[config.mk]
export PLATFORM = sky130hd
export DESIGN_NAME = sysid_read_master
export DESIGN_NICKNAME = d
export VERILOG_FILES = /design/src/rtl/sysid_read_master.sv
export SDC_FILE = /design/constraint.sdc
export NUM_CORES = 1
export LEC_CHECK = 0
export CAP_MARGIN = 30
export CORE_MARGIN = 2
export CORE_UTILIZATION = 45
export DETAILED_ROUTE_END_ITERATION = 16
export GPL_ROUTABILITY_DRIVEN = 0
export PLACE_DENSITY_LB_ADDON = 0.25
export SLEW_MARGIN = 20
export SYNTH_ARGS = -nofsm -noshare
export SYNTH_HDL_FRONTEND = slang
export SYNTH_SLANG_ARGS = --single-unit
[constraint.sdc]
create_clock -name clock -period 3.1 [get_ports clock]
set_clock_uncertainty 0.1 [all_clocks]
set_input_delay 0.775 -clock clock [delete_from_list [all_inputs] [get_ports clock]]
set_output_delay 0.775 -clock clock [all_outputs]
set_load 0.005 [all_outputs]
[src/rtl/sysid_read_master.sv]
// Avalon-MM read master that fetches the system ID word and the build timestamp,
// compares both against expected values and reports pass/fail/timeout flags.
module sysid_read_master #(
  parameter logic [31:0] EXPECTED_ID        = 32'd0,
  parameter logic [31:0] EXPECTED_TIMESTAMP = 32'd1582963486,
  parameter int unsigned TIMEOUT_CYCLES     = 255,
  parameter bit          AUTO_START         = 1'b1
) (
  input  logic        clock,
  input  logic        reset_n,
  input  logic        start,
  output logic        avm_address,
  output logic        avm_read,
  input  logic        avm_waitrequest,
  input  logic        avm_readdatavalid,
  input  logic [31:0] avm_readdata,
  output logic        busy,
  output logic        done,
  output logic        id_ok,
  output logic        ts_ok,
  output logic        timeout,
  output logic [31:0] id_value,
  output logic [31:0] ts_value
);

  localparam logic [15:0] LIMIT = 16'(TIMEOUT_CYCLES - 1);

  typedef enum logic [2:0] {
    ST_IDLE    = 3'd0,
    ST_ID_REQ  = 3'd1,
    ST_ID_WAIT = 3'd2,
    ST_TS_REQ  = 3'd3,
    ST_TS_WAIT = 3'd4,
    ST_DONE    = 3'd5
  } state_t;

  state_t      state_r;
  state_t      state_s;
  logic        auto_pend_r;
  logic [15:0] cnt_r;
  logic        limit_s;
  logic        launch_s;
  logic        cap_id_s;
  logic        cap_ts_s;
  logic        abort_s;

  logic        read_r;
  logic        addr_r;
  logic        busy_r;
  logic        done_r;
  logic        id_ok_r;
  logic        ts_ok_r;
  logic        timeout_r;
  logic [31:0] id_value_r;
  logic [31:0] ts_value_r;

  // Next-state decode; a completing event on the limit edge takes priority over the abort
  always_comb begin
    state_s  = state_r;
    launch_s = 1'b0;
    cap_id_s = 1'b0;
    cap_ts_s = 1'b0;
    abort_s  = 1'b0;
    limit_s  = (cnt_r == LIMIT);
    case (state_r)
      ST_IDLE, ST_DONE: begin
        if (start || auto_pend_r) begin
          state_s  = ST_ID_REQ;
          launch_s = 1'b1;
        end else begin
          state_s = state_r;
        end
      end
      ST_ID_REQ: begin
        if (!avm_waitrequest) begin
          state_s = ST_ID_WAIT;
        end else if (limit_s) begin
          state_s = ST_DONE;
          abort_s = 1'b1;
        end else begin
          state_s = state_r;
        end
      end
      ST_ID_WAIT: begin
        if (avm_readdatavalid) begin
          state_s  = ST_TS_REQ;
          cap_id_s = 1'b1;
        end else if (limit_s) begin
          state_s = ST_DONE;
          abort_s = 1'b1;
        end else begin
          state_s = state_r;
        end
      end
      ST_TS_REQ: begin
        if (!avm_waitrequest) begin
          state_s = ST_TS_WAIT;
        end else if (limit_s) begin
          state_s = ST_DONE;
          abort_s = 1'b1;
        end else begin
          state_s = state_r;
        end
      end
      ST_TS_WAIT: begin
        if (avm_readdatavalid) begin
          state_s  = ST_DONE;
          cap_ts_s = 1'b1;
        end else if (limit_s) begin
          state_s = ST_DONE;
          abort_s = 1'b1;
        end else begin
          state_s = state_r;
        end
      end
      default: begin
        state_s = ST_IDLE;
      end
    endcase
  end

  // State register; the power-up launch request lives for exactly one edge after reset
  always_ff @(posedge clock or negedge reset_n) begin
    if (!reset_n) begin
      state_r     <= ST_IDLE;
      auto_pend_r <= AUTO_START;
    end else begin
      state_r     <= state_s;
      auto_pend_r <= 1'b0;
    end
  end

  // Per-transaction cycle counter, restarted whenever a request state is entered
  always_ff @(posedge clock or negedge reset_n) begin
    if (!reset_n) begin
      cnt_r <= 16'd0;
    end else if (launch_s || cap_id_s) begin
      cnt_r <= 16'd0;
    end else if (busy_r) begin
      cnt_r <= cnt_r + 16'd1;
    end else begin
      cnt_r <= cnt_r;
    end
  end

  // Registered bus outputs, status flags and captured words
  always_ff @(posedge clock or negedge reset_n) begin
    if (!reset_n) begin
      read_r     <= 1'b0;
      addr_r     <= 1'b0;
      busy_r     <= 1'b0;
      done_r     <= 1'b0;
      id_ok_r    <= 1'b0;
      ts_ok_r    <= 1'b0;
      timeout_r  <= 1'b0;
      id_value_r <= 32'd0;
      ts_value_r <= 32'd0;
    end else begin
      read_r <= (state_s == ST_ID_REQ) || (state_s == ST_TS_REQ);
      addr_r <= (state_s == ST_TS_REQ) || (state_s == ST_TS_WAIT);
      busy_r <= (state_s != ST_IDLE) && (state_s != ST_DONE);
      if (launch_s) begin
        done_r     <= 1'b0;
        id_ok_r    <= 1'b0;
        ts_ok_r    <= 1'b0;
        timeout_r  <= 1'b0;
        id_value_r <= 32'd0;
        ts_value_r <= 32'd0;
      end else if (cap_id_s) begin
        id_value_r <= avm_readdata;
      end else if (cap_ts_s) begin
        ts_value_r <= avm_readdata;
        done_r     <= 1'b1;
        id_ok_r    <= (id_value_r == EXPECTED_ID);
        ts_ok_r    <= (avm_readdata == EXPECTED_TIMESTAMP);
      end else if (abort_s) begin
        done_r    <= 1'b1;
        timeout_r <= 1'b1;
        id_ok_r   <= 1'b0;
        ts_ok_r   <= 1'b0;
      end else begin
        done_r <= done_r;
      end
    end
  end

  assign avm_read    = read_r;
  assign avm_address = addr_r;
  assign busy        = busy_r;
  assign done        = done_r;
  assign id_ok       = id_ok_r;
  assign ts_ok       = ts_ok_r;
  assign timeout     = timeout_r;
  assign id_value    = id_value_r;
  assign ts_value    = ts_value_r;

endmodule

==> qor.csv <==
metric;value;unit
status;finished clean;
Final Cycle Share;0.756;
TritonCTS buffer count;9;
grt ovf;0;
hold slack final;0.317;ns
CTS tree;yes;
P&R area growth vs syn;35.8;%
slowest stage delay, CP;0.51;ns
Synthesized Nets;387;
Final Setup Violations;0;
Yosys top cell area share;0.582;
Post-CTS Repair Setup Buffers;0;
most frequent cells after synthesis;dfrtp_1 (90), nand2_1 (49), a22o_1 (46);
Slew headroom;0.587;
Seq cells post-synth;91;
Vias/cell;5.53;
top-count cell post-synth;dfrtp_1;
Hold Buf Count CTS;0;
reg2reg path depth;5;
Mapped Area;0.00387;mm^2
Core ar.;0.00830;mm^2
worst path cell trace;clkdlybuf4s50_1 -> or3b_1 -> a21o_1 -> a21oi_2 -> nor3_2 -> mux2_4;
Nets;493;
initial antenna violation count;0;
worst min path class;input port to async pin;
CP startpoint kind;input port;
critical path class;input port to flip-flop;
total number of vias;3121;
Residual DRC;0;
CP Max Fanout;7;
Initial Util;0.467;
VDD IR max;0.000436;V
max-slew violation count;0;
Maximum Capacitance Violations;0;
Yosys top cell by area;dfrtp_1;
I/O pin total;108;
IO Port Bufs;107;
clock root buffer;clkbuf_8;
Final ANT Viol Nets;0;
critical path arrival;2.48;ns
Setup crit end kind;flip-flop;
die area;0.00936;mm^2
Detail Placement HPWL;6.90;mm
count of cell types in the netlist;50;
syn avg cell area;11.1;um^2
Hold Vio Cnt, Final;0;
synth warn;0;
CTS max path bufs;2;
Seq/Total Area, Yosys;0.588;
share of cells above drive strength 1;0.0719;
leading post-synthesis cells by cell area;dfrtp_1 (58%), a22o_1 (10%), nand2_1 (4.7%);
first-pass GRT wire length;16.3;mm
placed inst area;0.00504;mm^2
Std-Cell Rows;33;
setup_tns;0;ns
P per Cell Area;893;mW/mm^2
clk slew on worst S/H paths;0.09;ns
Pre-antenna DRT Iters;4;
die width;96.8;um
CP max stage cell;clkdlybuf4s50_1;
post-detailed-routing wire length;9.82;mm
fin area;0.00526;mm^2
ys flop type;dfrtp_1;
vias in the first global route;3125;
minimum clock period;2.34;ns
post_cts resized;0;
Leak Pwr;2.27;nW
unrepaired setup endpoints after global routing;no;
highest clock rate;427;MHz
largest net degree at the start of global routing;48;
Synth Instances;348;
GRT Util Overall;0.217;
post-synthesis async set-or-reset flop share;1.00;
Tightest Pin Transition;0.619;ns
final core occ;0.634;
Crit path required time;3.24;ns
Die Span Y;96.8;um
DRT iter0 DRCs;144;
Sink Count;91;
Skew-Pair Late Insertion Delay;0.36;ns
Post-synth EDFFs;0;
H-tree depth;3;
ant diodes;0;
wire per inst;17.4;um
-- final timing paths --
kind | slack [ns] | startpoint | to
worst max-delay path | 0.76 | avm_readdatavalid | done
worst max register to register | 0.86 | state_r[2] | ts_value[15]
worst min register to register | 0.40 | ts_ok | ts_ok
worst min-delay path | 0.32 | reset_n | cnt_r[13]
max in group asynchronous | 1.92 | reset_n | id_value[30]
min in group clock | 0.40 | ts_ok | ts_ok
-- per-layer routing --
| metal | routed length [um] | share of wire | up-vias | global-route usage |
|---|---|---|---|---|
| met2 | 4500 | 0.46 | 103 | 0.324 |
| met4 | 152 | 0.015 | 0 | 0.0769 |
| met3 | 615 | 0.063 | 12 | 0.0499 |
| li1 | - | - | 1463 | - |
| met1 | 4550 | 0.46 | 1543 | 0.313 |
| met5 | 0 | 0 | - | 0 |
-- per-stage QoR --
step,cells,setup slack [ns],power [mW]
after floorplan,348,1.02,2.82
after global placement,548,0.431,3.78
after detailed placement,548,0.398,3.83
after CTS,564,0.766,4.71
after global routing,564,0.650,4.98
final,564,0.756,4.69
-- registers in the layout (all words and copies together) (netlist names) --
| signal | count |
|---|---|
| avm_address | 1 |
| ts_ok | 1 |
| done | 1 |
| cnt_r | 16 |
| id_value | 32 |
| id_ok | 1 |
| ts_value | 32 |
| state_r | 3 |
| timeout | 1 |
| avm_read | 1 |
| auto_pend_r | 1 |
| busy | 1 |
-- worst max-delay path, delay by kind of cell --
kind	cells	cell delay [ns]
multiplexers	1	0.32
AO/OA/AOI/OAI	2	0.39
buffers and inverters	1	0.51
AND/OR/NAND/NOR	2	0.49
-- area by class of cell --
type	count	area, um^2
tap	105	131
inverter	6	22.5
multi-input combinational	232	1480
clock inverter	6	90.1
timing repair buffer	114	1130
fill	664	3040
sequential	91	2280
clock buffer	10	128
-- power by group --
group / leakage [nW] / total (mW) / internal (mW) / switching (mW)
clock network: 0.106 / 0.878 / 0.456 / 0.422
registers: 1.22 / 1.90 / 1.56 / 0.341
logic: 0.939 / 1.92 / 1.07 / 0.848
total: 2.27 / 4.69 / 3.08 / 1.61
-- kinds of logic after synthesis --
family	Yosys count	share of synthesized area
buf+inv	25	0.0313
flops	91	0.588
fa+ha+maj	2	0.00646
xor+xnor	14	0.0317
simple gates	127	0.169
mux	3	0.00937
other cells	1	0.000968
compound gates	85	0.163
-- layout by cell type, fill, tap and decap left out, types with 2 or more instances in the layout --
master | synthesis | routed
nand4_1 | 6 | 6
a21oi_1 | 25 | 25
a21o_1 | 2 | 2
nor2_2 | 2 | 3
nor4bb_1 | 2 | 2
nand3_1 | 4 | 4
bufinv_16 | 0 | 2
clkinv_4 | 0 | 2
o21ai_0 | 4 | 4
nor3_1 | 8 | 8
xor2_1 | 6 | 6
inv_1 | 6 | 6
nor4_1 | 10 | 10
or3_1 | 4 | 4
nand2b_1 | 2 | 2
nand4b_1 | 2 | 2
nand2_1 | 49 | 49
ha_1 | 2 | 2
xnor2_1 | 8 | 8
nor3_2 | 2 | 2
dfrtp_1 | 90 | 90
nor2_1 | 21 | 20
clkdlybuf4s50_1 | 0 | 106
a22o_1 | 46 | 46
and3_1 | 3 | 3
nor4b_1 | 2 | 2
clkbuf_8 | 0 | 9
buf_4 | 3 | 7
(Power assumes the default switching activity.)
